--- config.mk ---
export PLATFORM = sky130hd
export DESIGN_NAME = chess_clock_timer
export DESIGN_NICKNAME = d
export VERILOG_FILES = /design/src/rtl/chess_clock_pkg.sv /design/src/rtl/chess_clock_bcd_step.sv /design/src/rtl/chess_clock_timer.sv
export SDC_FILE = /design/constraint.sdc
export NUM_CORES = 1
export LEC_CHECK = 0
export ABC_AREA = 1
export CAP_MARGIN = 5
export CORE_MARGIN = 1
export CORE_UTILIZATION = 50
export CTS_CLUSTER_DIAMETER = 40
export CTS_CLUSTER_SIZE = 20
export DETAILED_ROUTE_END_ITERATION = 16
export HOLD_SLACK_MARGIN = 0.05
export PLACE_DENSITY = 0.71
export SYNTH_ARGS = -nofsm -noshare
export SYNTH_HDL_FRONTEND = slang
export SYNTH_SLANG_ARGS = --single-unit
--- constraint.sdc ---
create_clock -name i_clk -period 2.5 [get_ports i_clk]
set_input_delay 0.625 -clock i_clk [delete_from_list [all_inputs] [get_ports i_clk]]
set_output_delay 0.625 -clock i_clk [all_outputs]
set_load 0.01 [all_outputs]
--- src/rtl/chess_clock_pkg.sv ---
// Shared types and helpers for the chess clock countdown stage.
//   bcd_t       : one BCD digit
//   bcd2_t      : two BCD digits, [1] = tens, [0] = units
//   BCD_MAX     : largest legal BCD digit
//   VALUE_MAX   : largest two-digit value
//   bcd2_to_bin : two-digit BCD to binary
package chess_clock_pkg;

    typedef logic [3:0] bcd_t;
    typedef bcd_t [1:0] bcd2_t;

    localparam bcd_t        BCD_MAX   = 4'd9;
    localparam int unsigned VALUE_MAX = 99;

    function automatic int unsigned bcd2_to_bin(input bcd2_t v);
        return 32'(v[1]) * 32'd10 + 32'(v[0]);
    endfunction

endpackage

--- src/rtl/chess_clock_bcd_step.sv ---
// Combinational next-value stage for the two-digit BCD countdown.
// Decrements by one (floor at 00) when dec_i is set. With CHESS_CLOCK_BONUS_EN
// defined it also adds add_i units afterwards, saturating at 99.
// Ports:
//   value_i : current value, BCD
//   dec_i   : decrement this cycle
//   add_i   : units to add (only with CHESS_CLOCK_BONUS_EN)
//   next_o  : next value, BCD
module chess_clock_bcd_step
    import chess_clock_pkg::*;
(
    input  bcd2_t      value_i,
    input  logic       dec_i,
`ifdef CHESS_CLOCK_BONUS_EN
    input  logic [6:0] add_i,
`endif
    output bcd2_t      next_o
);

`ifdef CHESS_CLOCK_BONUS_EN
    logic [7:0] bin;
    logic [7:0] sum;

    // Work in binary so the add/saturate is a plain compare; 99 + 99 fits in 8 bits.
    always_comb begin
        bin = 8'(bcd2_to_bin(value_i));
        if (dec_i && bin != 8'd0) begin
            bin = bin - 8'd1;
        end
        sum = bin + {1'b0, add_i};
        if (sum > 8'(VALUE_MAX)) begin
            sum = 8'(VALUE_MAX);
        end
        next_o[1] = 4'(sum / 8'd10);
        next_o[0] = 4'(sum % 8'd10);
    end
`else
    always_comb begin
        next_o = value_i;
        if (dec_i && value_i != '0) begin
            if (value_i[0] != 4'd0) begin
                next_o[0] = value_i[0] - 4'd1;
            end else begin
                next_o[0] = BCD_MAX;
                next_o[1] = value_i[1] - 4'd1;
            end
        end
    end
`endif

endmodule

--- src/rtl/chess_clock_timer.sv ---
// One player's two-digit BCD countdown timer for the chess clock.
// Loads a clamped start value, decrements once per p_divider running cycles,
// stops at 00 and flags zero / low time. Optional per-move bonus under the
// macro CHESS_CLOCK_BONUS_EN.
// Ports:
//   i_clk      : system clock
//   i_rst      : synchronous active-low reset
//   i_load     : pulse, load i_init and clear the prescaler
//   i_init     : start value, BCD, [1] = tens
//   i_run      : level, counting enabled
//   i_turn_end : pulse, move finished (bonus only)
//   o_digit    : current value, BCD, [1] = tens
//   o_zero     : value == 00
//   o_low      : 0 < value <= p_low
//   o_tick     : one-cycle pulse with each newly decremented value
module chess_clock_timer
    import chess_clock_pkg::*;
#(
    parameter int unsigned p_divider = 17_865_771,
    parameter int unsigned p_low     = 5,
    parameter int unsigned p_bonus   = 3
)(
    input  logic  i_clk,
    input  logic  i_rst,
    input  logic  i_load,
    input  bcd2_t i_init,
    input  logic  i_run,
    input  logic  i_turn_end,
    output bcd2_t o_digit,
    output logic  o_zero,
    output logic  o_low,
    output logic  o_tick
);

    localparam int unsigned     PW         = $clog2(p_divider);
    localparam logic [PW-1:0] PRESC_LAST = PW'(p_divider - 1);

    bcd2_t         digit_q;
    bcd2_t         digit_step;
    logic [PW-1:0] presc_q;
    logic          tick_q;
    logic          zero;
    logic          wrap;

    function automatic bcd_t clamp_bcd(input bcd_t d);
        return (d > BCD_MAX) ? BCD_MAX : d;
    endfunction

    assign zero = (digit_q == '0);
    // Prescaler only advances while running and non-zero, so wrap implies a decrement.
    assign wrap = i_run && !zero && (presc_q == PRESC_LAST);

`ifdef CHESS_CLOCK_BONUS_EN
    logic [6:0] bonus_add;
    assign bonus_add = (i_turn_end && !zero) ? 7'(p_bonus) : 7'd0;

    chess_clock_bcd_step u_step (
        .value_i (digit_q),
        .dec_i   (wrap),
        .add_i   (bonus_add),
        .next_o  (digit_step)
    );
`else
    logic [7:0] unused_cfg;
    assign unused_cfg = {i_turn_end, 7'(p_bonus)};

    chess_clock_bcd_step u_step (
        .value_i (digit_q),
        .dec_i   (wrap),
        .next_o  (digit_step)
    );
`endif

    always_ff @(posedge i_clk) begin
        if (!i_rst) begin
            digit_q <= '0;
            presc_q <= '0;
            tick_q  <= 1'b0;
        end else if (i_load) begin
            digit_q[1] <= clamp_bcd(i_init[1]);
            digit_q[0] <= clamp_bcd(i_init[0]);
            presc_q    <= '0;
            tick_q     <= 1'b0;
        end else begin
            digit_q <= digit_step;
            tick_q  <= wrap;
            if (zero || wrap) begin
                presc_q <= '0;
            end else if (i_run) begin
                presc_q <= presc_q + PW'(1);
            end
        end
    end

    assign o_digit = digit_q;
    assign o_zero  = zero;
    assign o_low   = !zero && (bcd2_to_bin(digit_q) <= p_low);
    assign o_tick  = tick_q;

endmodule

### Word-level counts from Yosys, hierarchy flattened

Index checks and enable logic that the tools add are counted.

| word-level totals | value |
|---|---|
| bits in registers | 34 |
| input port bits | 13 |
| word-level logic and storage cells | 34 |

| operators by class | value |
|---|---|
| add/sub/neg operators | 4 |
| $mul | 1 |
| $lt $le $gt $ge | 3 |
| equal/unequal tests | 2 |
| mux-type cells | 6 |
| bitwise operators | 1 |
| reductions and logical operators | 13 |

Operators by type and width:

| kind | number |
|---|---|
| 25-bit by 1-bit adder with 25-bit output, second input constant | 1 |
| 25-bit == test, second input constant | 1 |
| 4-bit two-way mux | 4 |
| 8-bit two-way mux | 2 |
| 8-bit by 4-bit adder with 9-bit output | 1 |
| 9-bit by 3-bit <= comparator with 1-bit output, second input constant | 1 |
| 4-bit > comparator, second input constant | 2 |
| 8-bit zero test | 1 |
| 8-bit nonzero test | 1 |
| 4-bit by 1-bit subtractor with 4-bit output, second input constant | 2 |
| 4-bit by 3-bit multiplier with 7-bit output, second input constant | 1 |
| 1-bit logical AND | 4 |
| 4-bit nonzero test | 1 |
| 3-bit OR reduction | 1 |
| 2-bit inequality test, second input constant | 1 |
| 2-bit AND reduction | 1 |
| 2-bit nonzero test | 1 |
| 2-bit OR reduction | 1 |
| 1-bit zero test | 1 |
| 1-bit logical OR | 1 |
| 1-bit NOT | 1 |

### Logic depth before layout (Yosys ltp)

| logic depth | value |
|---|---|
| word-level depth | 7 |
| mapped depth | 12 |
| mapped depth without buffers | 12 |

### Cells and area by module

Synthesis repeated with hierarchy kept, for this count alone.

| unflattened totals | value |
|---|---|
| cell total of the unflattened synthesis | 348 |
| area, all modules | 2353.5 um^2 |

By module, submodules not included:

| module | instances | cells an instance | area an instance (um^2) |
|---|---|---|---|
| chess_clock_timer | 1 | 298 | 2069.5 |
| chess_clock_bcd_step | 1 | 50 | 284.0 |

### Least setup slack after synthesis

OpenSTA, ideal clock, no wires.

| path | value |
|---|---|
| path kind | flip-flop to output port |
| from | reg digit_q (netlist bit o_digit[5]) |
| to | out o_low |
| arrival time | 1.817 ns |
| data required time | 1.875 ns |
| slack | 0.058 ns |
| stages on the path, launching flop included | 7 |
| buffers on the path | 0 |
| cell sequence | dfxtp_1 > ha_1 > ha_1 > fa_1 > xnor2_1 > nand3_1 > nor3_1 |

| on the way | value |
|---|---|
| longest elaborated chain between the ends | 4 |
| elaborated cells on any way between the ends | 6 |

Ends and longest elaborated chain:

| item | RTL line | text |
|---|---|---|
| start: declaration | chess_clock_timer.sv:38 | `bcd2_t digit_q;` |
| start signal: assignment | chess_clock_timer.sv:85 | `digit_q <= digit_step;` |
| 4-bit by 3-bit multiplier with 7-bit output | chess_clock_pkg.sv:16 | `return 32'(v[1]) * 32'd10 + 32'(v[0]);` |
| 8-bit by 4-bit adder with 9-bit output | chess_clock_pkg.sv:16 |  |
| 9-bit by 3-bit <= comparator with 1-bit output | chess_clock_timer.sv:97 | `assign o_low = !zero && (bcd2_to_bin(digit_q) <= p_low);` |
| 1-bit logical AND (*) | chess_clock_timer.sv:97 |  |
| end: declaration | chess_clock_timer.sv:31 | `output logic o_low,` |

Every way passes the cells marked *; elsewhere a longest branch is shown, timed or not.

### Final worst setup path

| path | value |
|---|---|
| from | reg digit_q (netlist bit o_digit[7]) |
| to | out o_low |

The elaborated chain is that of the path after synthesis.

==> impl_metrics.py <==
metrics = {
    "outcome": {
        "outcome": "finished with violations",
        "violations": "negative setup slack",
    },
    "finish": {
        "final_common_cell": "nand2_1",
        "n_fill_cell": 414,
        "drive_gt1_frac": 0.1697,
        "post-route-util": 0.6356,
        "nNetsFinal": 409,
        "final_cell_mix": "nand2_1 (67), nor2_1 (56), inv_1 (38)",
        "area_delta_synth_final_pct": 19.32,
        "final_cells": 435,
        "insertedDiodeCount": 0,
    },
    "yosys": {
        "syn_area_um2": 2384,
        "synth_area_leaders": "dfxtp_1 (29%), nand2_1 (11%), nor2_1 (9.0%), nand3_1 (6.7%), inv_1 (6.0%)",
        "synth_xor_xnor_area_share": 0.05879,
        "synth-seq-cells": 34,
        "synth_top_family_by_area": "simple AND/OR/NAND/NOR gates",
        "synth-main-ff-cell": "dfxtp_1",
        "synth.top_cell.area_share": 0.2856,
        "synth.distinct_cells": 38,
        "synthCells": 347,
        "seq_area_frac_synth": 0.2856,
        "synth-adder-area-share": 0.07454,
        "synth-async-reset-ratio": 0,
        "yosysTopAreaCell": "dfxtp_1",
        "muxShareOfSynthArea": 0,
        "synth_simple_gate_area_frac": 0.4262,
        "synth-edff-count": 0,
        "syn_nets": 373,
        "yosysWarnings": 0,
        "synth-compound-area-share": 0.06142,
        "synth.avg_cell_area_um2": 6.869,
    },
    "cts": {
        "cts-root-buf": "clkbuf_8",
        "h-tree-depth": 2,
        "clk_pin_slew_worst_paths_ps": 70,
        "insertion_delay_ps": 280,
        "cts_tree": "yes",
        "clk_path_buf_depth": 2,
        "cts_buffers": 5,
        "postCtsSetupBuffers": 0,
        "clock-sinks": 34,
    },
    "job": {
        "cap_viol_max_count": 0,
    },
    "setup_path": {
        "crit_chain": "ha_4 > ha_4 > fa_2 > xnor2_2 > nand3_1 > nor3_1 > buf_2",
        "slowest_stage": "fa_2",
        "cp_num_buf_inv": 1,
        "cp-start-kind": "flip-flop",
        "max_stage_delay_ps": 410,
        "reg2regPathDepth": 10,
        "crit_arrival_ps": 2000,
        "crit_family": "adder cells",
        "crit_required_ps": 1880,
        "end_kind": "output pin",
        "crit_top_cell": "ha_4",
        "cp_num_cells": 7,
        "critPathKind": "reg2out",
        "crit_fanout": 2,
    },
    "worst_hold_path": {
        "hp-class": "reg2reg",
        "worstHoldPathCells": 2,
    },
    "floorplan": {
        "start_util": 0.5327,
        "rows": 24,
        "fp.dieH_um": 71.05,
        "die-area_um2": 5047,
        "die_w_um": 71.05,
        "core_um2": 4474,
        "ioPinCount": 24,
    },
    "global_routing": {
        "grt_pass1_vias": 2062,
        "grt.overflow.total": 0,
        "grt_util_all_layers": 0.2294,
        "antenna_found_initial": 0,
        "grt_pass1_wl_um": 9128,
        "grt_start_max_net_pins": 21,
    },
    "sta": {
        "timing.final.ws_setup_ps": -127.1,
        "period_minus_slack_ps": 2627,
        "hold_slack_ps": 489.2,
        "slew_headroom": 0.7805,
        "worst_slew_pin_slew_ps": 326.5,
        "rsz0062_at_grt": "yes",
        "final-setup-viol-count": 1,
        "finClkSkew_ps": 3.697,
        "final_max_slew_viol_count": 0,
        "fmax_ghz": 0.3807,
        "min_period_over_period": 1.051,
        "finalHoldViolations": 0,
    },
    "pwr": {
        "totalPowerFinal_mw": 1.206,
        "cellPowerDensity_nw_per_um2": 424.0,
        "leakagePower_nw": 1.097,
        "irDropWorstVdd_mv": 0.2693,
    },
    "detailed_routing": {
        "ant_nets": 0,
        "routed_via_density": 5.016,
        "avgRoutedWirePerCell_um": 12.22,
        "wl_met1_um": 2477,
        "wl_met2_um": 2554,
        "first_pass_iters": 4,
        "highest_layer": "met4",
        "routed_wirelength_um": 5314,
        "drc_errors": 0,
        "vias": 2182,
        "drt-initial-drc-count": 138,
        "route.met3.wl_um": 222,
    },
    "place": {
        "dp_slack_ps": -251.0,
        "dp.cells": 428,
        "post-dp-hpwl_um": 4187,
        "gp_congestion": 0.8800,
        "port_buffers": 22,
    },
}
-- what timing repair did --
| item | in CTS | in global routing |
|---|---|---|
| gates resized for setup | 5 | 10 |
| setup endpoints to repair | 2 | 1 |
| pin swaps | 0 | 6 |
| hold buffers | 0 | 0 |
-- metrics by stage --
step	setup TNS, ps	cell area, µm²
4_1_cts	-159.3	2799
2_1_floorplan	0	2384
3_5_place_dp	-251.0	2725
6_report	-127.1	2844
5_1_grt	-242.1	2844
3_3_place_gp	-234.0	2725
-- cells by family after synthesis --
family / count (synthesis)
simple gates: 206
buf+inv: 51
flops: 34
compound gates: 27
xor+xnor: 16
fa+ha+maj: 13
-- power breakdown --
group / internal, mW / total [mW] / switching (mW)
registers: 0.553 / 0.565 / 0.0111
logic: 0.126 / 0.261 / 0.135
clock network: 0.191 / 0.381 / 0.190
total: 0.870 / 1.21 / 0.336
-- final timing paths --
kind | startpoint | to | slack (ps)
max | o_digit[7] | o_low | -130
min reg2reg | presc_q[22] | presc_q[22] | 490
min | presc_q[22] | presc_q[22] | 490
max reg2reg | o_digit[5] | presc_q[10] | 730
-- synth_stat cells (2+ instances only) --
library cell	instances
a21oi_1	9
a22oi_1	2
buf_4	2
buf_6	3
dfxtp_1	34
fa_1	2
ha_1	11
inv_1	38
inv_2	6
nand2_1	67
nand2_2	7
nand3_1	32
nand3b_1	2
nand4_1	3
nor2_1	57
nor2_2	7
nor2_4	3
nor3_1	10
nor3_2	5
nor3b_2	2
nor4_1	2
o21ai_0	11
o22ai_1	2
or2_2	2
xnor2_1	5
xor2_1	11
-- worst register-to-register path: stages, from the launching register on --
cell	delay [ps]
dfxtp_4	350
buf_4	160
inv_1	80
ha_1	140
nor3b_2	190
nand2_2	90
buf_4	170
nand3_4	130
nand3_2	100
buf_12	170
nor3b_2	140
-- layer usage --
layer  global-route usage  vias to the layer above
met4              0.08889                        0
li1                     -                     1173
met1               0.2918                      962
met5                    0                        -
met2               0.3857                       41
met3              0.04274                        6
-- area by class of cell --
cell class,count,area (µm²),share of cell area
Clock buffer,6,72.57,0.02552
Clock inverter,1,7.507,0.002640
Inverter,45,168.9,0.05939
Multi-Input combinational cell,262,1520,0.5345
Sequential cell,34,685.7,0.2411
Tap cell,52,65.06,0.02288
Timing Repair Buffer,35,324.1,0.1139
-- sequential cells by signal, indices dropped and copies added (netlist names) --
name     count
presc_q     25
o_digit      8
o_tick       1
Power figures use the tool's default switching activity.
